### src/rtl/box_draw_arbiter.sv
// Three-requester round-robin arbiter in front of a single box drawer.
// The winner's coordinates are latched for the whole draw; go/ack are one-cycle pulses.
module box_draw_arbiter (
  input  logic        clk,
  input  logic        reset,
  input  logic [2:0]  req,
  input  logic [23:0] req_x,
  input  logic [20:0] req_y,
  input  logic [8:0]  req_clr,
  input  logic [17:0] req_scale,
  output logic [2:0]  ack,
  output logic        busy,
  output logic [7:0]  Xsym,
  output logic [6:0]  Ysym,
  output logic [2:0]  CLRsym,
  output logic [5:0]  Scalesym,
  output logic        go,
  input  logic        done
);

  typedef enum logic [1:0] {
    IDLE  = 2'd0,
    START = 2'd1,
    WAIT  = 2'd2,
    ACK   = 2'd3
  } state_t;

  state_t      state;
  state_t      state_next;
  logic [1:0]  ptr;
  logic [1:0]  winner;
  logic [1:0]  p0;
  logic [1:0]  p1;
  logic [1:0]  p2;
  logic [1:0]  grant_idx;
  logic        grant_valid;
  logic [7:0]  sel_x;
  logic [6:0]  sel_y;
  logic [2:0]  sel_clr;
  logic [5:0]  sel_scale;

  function automatic logic [1:0] next_mod3(input logic [1:0] v);
    case (v)
      2'd0:    next_mod3 = 2'd1;
      2'd1:    next_mod3 = 2'd2;
      default: next_mod3 = 2'd0;
    endcase
  endfunction

  function automatic logic [2:0] onehot3(input logic [1:0] v);
    case (v)
      2'd0:    onehot3 = 3'b001;
      2'd1:    onehot3 = 3'b010;
      default: onehot3 = 3'b100;
    endcase
  endfunction

  // Round-robin search order starting at ptr (3 aliases to 0).
  always_comb begin
    p0 = (ptr == 2'd3) ? 2'd0 : ptr;
    p1 = next_mod3(p0);
    p2 = next_mod3(p1);
    grant_valid = 1'b1;
    grant_idx   = p0;
    if (req[p0]) begin
      grant_idx = p0;
    end else if (req[p1]) begin
      grant_idx = p1;
    end else if (req[p2]) begin
      grant_idx = p2;
    end else begin
      grant_valid = 1'b0;
    end
  end

  // Field mux for the candidate winner.
  always_comb begin
    sel_x     = 8'd0;
    sel_y     = 7'd0;
    sel_clr   = 3'd0;
    sel_scale = 6'd0;
    case (grant_idx)
      2'd0: begin
        sel_x = req_x[7:0];   sel_y = req_y[6:0];
        sel_clr = req_clr[2:0]; sel_scale = req_scale[5:0];
      end
      2'd1: begin
        sel_x = req_x[15:8];  sel_y = req_y[13:7];
        sel_clr = req_clr[5:3]; sel_scale = req_scale[11:6];
      end
      default: begin
        sel_x = req_x[23:16]; sel_y = req_y[20:14];
        sel_clr = req_clr[8:6]; sel_scale = req_scale[17:12];
      end
    endcase
  end

  // Next-state logic; done is only looked at in WAIT so a stale done cannot end a draw.
  always_comb begin
    state_next = state;
    case (state)
      IDLE: begin
        if (grant_valid) begin
          state_next = START;
        end else begin
          state_next = IDLE;
        end
      end
      START: state_next = WAIT;
      WAIT: begin
        if (done) begin
          state_next = ACK;
        end else begin
          state_next = WAIT;
        end
      end
      ACK:     state_next = IDLE;
      default: state_next = IDLE;
    endcase
  end

  // State, pointer, latched fields and registered pulse outputs.
  always_ff @(posedge clk) begin
    if (reset) begin
      state    <= IDLE;
      ptr      <= 2'd0;
      winner   <= 2'd0;
      go       <= 1'b0;
      ack      <= 3'b000;
      busy     <= 1'b0;
      Xsym     <= 8'd0;
      Ysym     <= 7'd0;
      CLRsym   <= 3'd0;
      Scalesym <= 6'd0;
    end else begin
      state <= state_next;
      go    <= (state_next == START);
      busy  <= (state_next != IDLE);
      ack   <= (state_next == ACK) ? onehot3(winner) : 3'b000;
      if (state == IDLE && grant_valid) begin
        winner   <= grant_idx;
        Xsym     <= sel_x;
        Ysym     <= sel_y;
        CLRsym   <= sel_clr;
        Scalesym <= sel_scale;
      end
      if (state == ACK) begin
        ptr <= next_mod3(winner);
      end
    end
  end

endmodule

### config.mk
export PLATFORM = sky130hd
export DESIGN_NAME = box_draw_arbiter
export DESIGN_NICKNAME = d
export VERILOG_FILES = /design/src/rtl/box_draw_arbiter.sv
export SDC_FILE = /design/constraint.sdc
export NUM_CORES = 1
export LEC_CHECK = 0
export BUFFER_PORTS_ARGS = -buffer_cell sky130_fd_sc_hd__buf_2
export CORE_MARGIN = 3
export CORE_UTILIZATION = 55
export CTS_BUF_LIST = sky130_fd_sc_hd__clkbuf_4
export CTS_CLUSTER_SIZE = 10
export DETAILED_ROUTE_END_ITERATION = 8
export HOLD_SLACK_MARGIN = 0.02
export PLACE_DENSITY = 0.88
export SYNTH_ARGS = -nofsm -noshare
export SYNTH_HDL_FRONTEND = slang
export SYNTH_SLANG_ARGS = --single-unit
### constraint.sdc
create_clock -name clk -period 3.7 [get_ports clk]
set_input_delay 0.37 -clock clk [delete_from_list [all_inputs] [get_ports clk]]
set_output_delay 0.37 -clock clk [all_outputs]
set_load 0.01 [all_outputs]
Word level (Yosys, flattened, before mapping)
Index checks and enable logic that the tools add are counted.
{ "totals": {"ff_bits": 35, "wordCells": 56, "output_inout_bits": 29} }
{ "classes": {"n_eq_ne": 10, "mux": 24, "n_bitwise": 1, "order_cmp": 3, "reduce_logical": 8} }
{ "ops": {"columns": ["operator", "count"], "rows": [
  ["$pmux 8 s2", 1],
  ["$pmux 7 s2", 1],
  ["$eq 2x1->1 const B", 6],
  ["$pmux 2 s2", 3],
  ["$pmux 3 s2", 2],
  ["$pmux 6 s2", 1],
  ["$logic_not 2->1", 5],
  ["$lt 2x3->1 const B", 3],
  ["$eq 2x2->1 const B", 4],
  ["$mux 1", 8],
  ["$mux 2", 4],
  ["$pmux 2 s4", 1],
  ["$bmux 1 s2", 3],
  ["$reduce_bool 2->1", 1],
  ["$reduce_or 2->1", 1],
  ["$logic_and 1x1->1", 1],
  ["$not 1->1", 1]
]} }

Depth between registers and ports, before layout
Gate-level depths: netlist of run 1.
{ "logic_depth": {"word_depth": 16, "depth_mapped": 11, "depth_no_buf": 7} }

Least setup slack after synthesis of run 1
Ideal clock, no wire load.
{ "synth_path": {"path_kind": "register -> register", "from": "register ptr[0]", "to": "register CLRsym[0]", "arrival_ns": 2.223, "stages_incl_launch_ff": 12, "slack_ns": 1.343, "synth_period_minus_slack_ns": 2.357, "cell_sequence": "dfxtp_1 > inv_1 > ha_1 > buf_2 > o22ai_1 > and2_1 > clkbuf_2 > or4_1 > buf_2 > buf_6 > a211oi_2 > o221ai_1"} }
{ "synth_between": {"elab_chain_len": 13, "elab_cells_between_ends": 24} }
{ "synth_lines": {"columns": ["item", "line", "rtl"], "rows": [
  ["from (decl)", "30", "logic [1:0] ptr;"],
  ["from (signal assigned)", "148", "ptr <= next_mod3(winner);"],
  ["$eq 2x2->1", "60", "p0 = (ptr == 2'd3) ? 2'd0 : ptr;"],
  ["$mux 2 (*)", "60", null],
  ["$eq 2x1->1 / $logic_not 2->1 (equally long branches)", "43", "case (v)"],
  ["$pmux 2 s2", "43", null],
  ["$eq 2x1->1 / $logic_not 2->1 (equally long branches)", "43", null],
  ["$pmux 2 s2", "43", null],
  ["$bmux 1 s2", "69", "end else if (req[p2]) begin"],
  ["$mux 1 (implied by the code)", "69", null],
  ["$mux 2", "69", null],
  ["$mux 2", "67", "end else if (req[p1]) begin"],
  ["$mux 2", "65", "if (req[p0]) begin"],
  ["$eq 2x1->1 / $logic_not 2->1 (equally long branches)", "82", "case (grant_idx)"],
  ["$pmux 3 s2", "82", null],
  ["to (signal assigned)", "144", "CLRsym <= sel_clr;"],
  ["to (decl)", "15", "output logic [2:0] CLRsym,"]
]} }
Mark *: on every way between the ends. The rest lies on a longest branch, timed or not. The select of a mux whose other input is x is not followed.
A chain may end at the register's enable or synchronous reset.

Worst setup path in the final report of run 1
{ "layout_path": {"from": "register ptr[0]", "to": "register Scalesym[5]"} }
{ "layout_between": {"elab_chain_len": 13, "elab_cells_between_ends": 24} }
{ "layout_lines": {"columns": ["item", "line", "rtl"], "rows": [
  ["$eq 2x2->1", "60", null],
  ["$mux 2 (*)", "60", null],
  ["$eq 2x1->1 / $logic_not 2->1 (equally long branches)", "43", null],
  ["$pmux 2 s2", "43", null],
  ["$eq 2x1->1 / $logic_not 2->1 (equally long branches)", "43", null],
  ["$pmux 2 s2", "43", null],
  ["$bmux 1 s2", "69", null],
  ["$mux 1 (implied by the code)", "69", null],
  ["$mux 2", "69", null],
  ["$mux 2", "67", null],
  ["$mux 2", "65", null],
  ["$eq 2x1->1 / $logic_not 2->1 (equally long branches)", "82", null],
  ["$pmux 6 s2", "82", null],
  ["to (signal assigned)", "145", "Scalesym <= sel_scale;"],
  ["to (decl)", "16", "output logic [5:0] Scalesym,"]
]} }
Marked as above.

==> results of run 1 <==
-- logic make-up (layout without fill, tap and decap cells) --
logic type,Yosys count,after routing,synth area share [%]
compound gates,111,111,35.5
fa+ha+maj,8,8,3.66
simple gates,105,105,21.8
buf+inv,67,154,10.7
flops,35,35,25.6
mux,6,6,2.84
-- state kept, by name (all words and copies together), names as in the netlist --
register,flops
CLRsym,3
busy,1
go,1
Ysym,7
ack,3
winner,2
state,2
Scalesym,6
Xsym,8
ptr,2
-- critical path, delay by kind of cell, from the launching register on --
family	cells	cell delay, ps
AND/OR/NAND/NOR	1	1080
buffers and inverters	2	410
AO/OA/AOI/OAI	3	670
flip-flops	1	370
adder cells (fa/ha/maj)	1	410
-- layout make-up --
type	count	area, sq um
Multi-Input combinational cell	230	1760
Fill cell	418	1430
Sequential cell	35	701
Timing Repair Buffer	116	606
Inverter	30	113
Tap cell	67	83.8
Clock buffer	5	37.5
Clock inverter	3	23.8
-- layout by cell type (no fill, tap or decap), types with 4 or more instances in the layout --
master / n
o221ai_1: 24
nor2_1: 5
clkbuf_4: 5
ha_1: 8
a211oi_2: 19
dfxtp_1: 35
inv_1: 30
o211ai_1: 27
buf_2: 106
a21boi_0: 25
nand2_1: 26
mux2i_1: 4
nor2b_1: 5
and3_1: 27
nor4_1: 24
buf_4: 10
nand3b_1: 6
a211oi_1: 5
-- worst max-delay path by stage --
stage                     slack (ps)  cells past startpoint     endpoint
final                            590                      7  Scalesym[5]
after global routing             390                      7  Scalesym[5]
after CTS                        620                      7  Scalesym[5]
after detailed placement         640                      7  Scalesym[5]
after global placement           760                      7    CLRsym[2]
after floorplan                 1340                     11    CLRsym[0]
-- stage by stage --
stage	power [mW]	hold slack (ps)	setup WS, ps	instances
floorplan	1.01	487	1340	332
global placement	1.21	437	760	478
detailed placement	1.23	447	644	478
CTS	1.45	306	615	486
global route	1.55	316	394	486
finish	1.45	301	589	486
-- metal layers --
layer  part of all wire (%)  track usage [%]
met1                     44             33.6
met2                     47             42.6
met3                    7.7             5.32
met4                    1.3             6.70
met5                      0                0
-- report_power, final --
group / leakage [nW] / internal (mW) / total, mW / switching (mW)
sequential: 0.288 / 0.479 / 0.530 / 0.0506
clock: 0.0278 / 0.0761 / 0.231 / 0.155
combinational: 1.17 / 0.306 / 0.689 / 0.384
==> results.toml, run 1 <==
[hold_path]
hold_depth = 3
worstHoldEndpoint = "Scalesym[3]"
hp-class = "primary input to flop"
min-delay-start = "req_scale[15]"

[place]
hpwl_um = 5540
globalplace.congestion = 0.924
io_buffers = 106
post_dp_cell_area_sq_mm = 0.00326

[die]
ios = 107
core_sq_mm = 0.00475
initial_utilization_pct = 57.5
die_area_sq_mm = 0.00586
die_x_um = 76.5
rows = 25
die_h_um = 76.5

[cells_and_area]
antenna_cells = 0
finish.instance_area_sq_mm = 0.00333
fin_nets = 504
syn_to_final_growth_pct = 21.6
fin_util_pct = 69.9
drive_above_1_share_pct = 36.3

[sta]
fin_setup_tns_ps = 0
rsz0062_at_grt = "no"
drv_slew = 0
final-hold-violation-count = 0
worst_pin_slew_ps = 1200
final.min_clock_period_ps = 3110
fin_crit_sh_pct = 84.1
slew_headroom_pct = 20.2
fmax_mhz = 321
setup_viol = 0
fin_skew_ps = 8.62

[critical_path]
cp_slowest_cell = "or4_1"
worstPathArrival_ps = 3300
crit_chain = "inv_1 -> ha_1 -> buf_4 -> o21ai_2 -> or4_1 -> a211oi_1 -> o221ai_1"
r2r-start = "ptr[0]"
crit_path_max_incr_delay_ps = 1080
crit_fanout = 25
path_class = "flop to flop"
rrSetupSlack_ps = 590
crit_path_end_kind = "flop"
cp-startpoint = "ptr[0]"
required_ps = 3890
reg2regPathDepth = 7
worstSetupStartpointType = "flop"
r2r-end = "Scalesym[5]"

[route]
wirelength_um = 7480
routed_via_density = 5.94
wl_per_cell_um = 15.4
drc_errors = 0
first_pass_iters = 4
drt_iter0_drc = 157
num_vias = 2885
ant_nets = 0

[clocking]
cts_hold_buf = 0
cts-root-buf = "clkbuf_4"
clock_latency_ps = 350
cts_tree = "built"
htreeDepth = 2
cts_resized = 0
clockBufferDepth = 2
numCtsBuffers = 5
clk_pin_slew_ps = 130
cts_sinks = 35
cts_setup_buffers = 0

[run]
maxCapViolCount = 0

[grt]
grtUsageTotal_pct = 25.6
overflow = 0
grt_pass1_wl_um = 12600
grt_antenna_before_repair = 0
grt_max_degree = 50
grt_pass1_vias = 2737

[synthesis]
synthesis.nets = 418
synthArstFlopShare_pct = 0
synth_ff_type = "dfxtp_1"
synth_cell_types = 40
yosys_warnings = 0
yosysTopAreaCell = "dfxtp_1"
yosysSeqAreaShare_pct = 25.6
yosysMostFrequentCell = "dfxtp_1"
synth_common_cells = "dfxtp_1, inv_1, and3_1, clkbuf_1, o211ai_1"
yosysTopAreaCellShare_pct = 25.6
synthTopCellsByArea = "dfxtp_1, a211oi_2, o221ai_1, o211ai_1, a21boi_0"
ys_ff_latch = 35
syn_area_per_cell_sq_um = 8.24
synth_cells = 332
syn-cell-area_sq_mm = 0.00274
synth-edff-count = 0

[pwr]
cellLeakagePower_nw = 1.49
ir_worst_vdd_uv = 244
powerDensity_mw_per_mm2 = 436

[run_status]
outcome = "completed"
(Power assumes the default switching activity.)
==> run 2: changes to the inputs <==
--- a/config.mk
+++ b/config.mk
@@ -7,12 +7,12 @@
 export LEC_CHECK = 0
 export BUFFER_PORTS_ARGS = -buffer_cell sky130_fd_sc_hd__buf_2
 export CORE_MARGIN = 3
-export CORE_UTILIZATION = 55
+export CORE_UTILIZATION = 51
 export CTS_BUF_LIST = sky130_fd_sc_hd__clkbuf_4
 export CTS_CLUSTER_SIZE = 10
 export DETAILED_ROUTE_END_ITERATION = 8
 export HOLD_SLACK_MARGIN = 0.02
-export PLACE_DENSITY = 0.88
+export PLACE_DENSITY = 0.82
 export SYNTH_ARGS = -nofsm -noshare
 export SYNTH_HDL_FRONTEND = slang
 export SYNTH_SLANG_ARGS = --single-unit
==> constraint.sdc (replaced) <==
create_clock -name clk -period 3.2 [get_ports clk]
set_input_delay 0.32 -clock clk [delete_from_list [all_inputs] [get_ports clk]]
set_output_delay 0.32 -clock clk [all_outputs]
set_load 0.01 [all_outputs]
==> results.toml, run 2 (synthesis results as in run 1) <==
[run]
maxCapViolCount = 0

[grt]
grt_pass1_vias = 2666
grt_antenna_before_repair = 0
grt_pass1_wl_um = 12300
grt_max_degree = 50
overflow = 0
grtUsageTotal_pct = 24.0

[route]
drt_iter0_drc = 217
ant_nets = 0
first_pass_iters = 4
drc_errors = 0
wirelength_um = 7660
routed_via_density = 5.89
wl_per_cell_um = 15.6
num_vias = 2894

[pwr]
powerDensity_mw_per_mm2 = 491
ir_worst_vdd_uv = 324
cellLeakagePower_nw = 1.50

[clocking]
cts_sinks = 35
clockBufferDepth = 2
cts_setup_buffers = 0
cts_resized = 0
clock_latency_ps = 340
cts-root-buf = "clkbuf_4"
clk_pin_slew_ps = 110
cts_hold_buf = 0
htreeDepth = 2
cts_tree = "built"
numCtsBuffers = 5

[cells_and_area]
syn_to_final_growth_pct = 22.0
drive_above_1_share_pct = 36.3
final_common_cell = "buf_2"
fin_cells = 491
mostFrequentLayoutCells = "buf_2, dfxtp_1, inv_1, o211ai_1, and3_1"
fin_nets = 507
largest_reg_flops = 8
top_regs = "Xsym x8, Ysym x7, Scalesym x6"
antenna_cells = 0
top_register = "Xsym"

[sta]
fmax_mhz = 347
rsz0062_at_grt = "no"
final-hold-violation-count = 0
setup_ws_ps = 316
fin_skew_ps = 13.8
final.min_clock_period_ps = 2880
worst_pin_slew_ps = 837
setup_viol = 0
holdWs_ps = 271
fin_setup_tns_ps = 0
fin_crit_sh_pct = 90.1
drv_slew = 0
slew_headroom_pct = 44.2

[die]
core_sq_mm = 0.00514
die_x_um = 79.2
die_h_um = 79.2
initial_utilization_pct = 53.2
ios = 107
die_area_sq_mm = 0.00628
rows = 26

[place]
globalplace.congestion = 0.844
pre_cts_slack_ps = 342
hpwl_um = 5640
dp_cells = 484
io_buffers = 106

[critical_path]
worstPathArrival_ps = 3130
path_class = "flop to flop"
r2r-start = "ptr[0]"
required_ps = 3450
crit_fanout = 24
worstSetupStartpointType = "flop"
crit_path_end_kind = "flop"
cp-startpoint = "ptr[0]"

[hold_path]
hp-class = "primary input to flop"
min-delay-start = "req_y[14]"

[run_status]
outcome = "completed"
[run 2: changes by cell type in the layout (fill, tap and decap cells not counted), sizes merged]
cell,change
clkinv,+2
clkinvlp,-2
inv,-1
buf,+3
[run 2: metrics by stage]
stage               util (%)  instance area (sq um)  total power, mW
CTS                     64.9                   3340             1.65
floorplan                  -                   2740             1.16
detailed placement      64.0                   3290             1.42
global route            64.9                   3340             1.77
finish                  64.9                   3340             1.64
global placement        64.0                   3290             1.39
[run 2: worst paths after layout]
check	end	slack, ps	cells after the start
worst max-delay path	CLRsym[2]	320	7
worst min register to register	CLRsym[0]	470	2
worst min-delay path	Ysym[0]	270	3
worst max register to register	CLRsym[2]	320	7
[run 2: routing by layer]
| metal | track usage, % | wire length, um | vias up |
|---|---|---|---|
| li1 | - | - | 1428 |
| met3 | 4.76 | 597 | 14 |
| met2 | 40.7 | 3760 | 117 |
| met5 | 0 | 0 | - |
| met1 | 30.4 | 3170 | 1335 |
| met4 | 7.90 | 136 | 0 |
[run 2: report_power, final]
part	total (mW)	switching [mW]	internal (mW)
sequential	0.612	0.0571	0.554
combinational	0.800	0.444	0.355
clock	0.228	0.150	0.0780
total	1.64	0.652	0.988
[run 2: cell type report]
type,count,area [sq um]
clock inverter,2,8.76
clock buffer,5,37.5
sequential,35,701
inverter,30,113
multi-input combinational,230,1760
tap,70,87.6
fill,466,1800
timing repair buffer,119,628
[run 2: worst max-delay path: stages (launching register included)]
cell and delay (ps):
dfxtp_1 410, inv_1 80, ha_1 420, nand2b_1 210, a21oi_1 360, o31a_2 280
or3b_1 730, o221ai_1 310
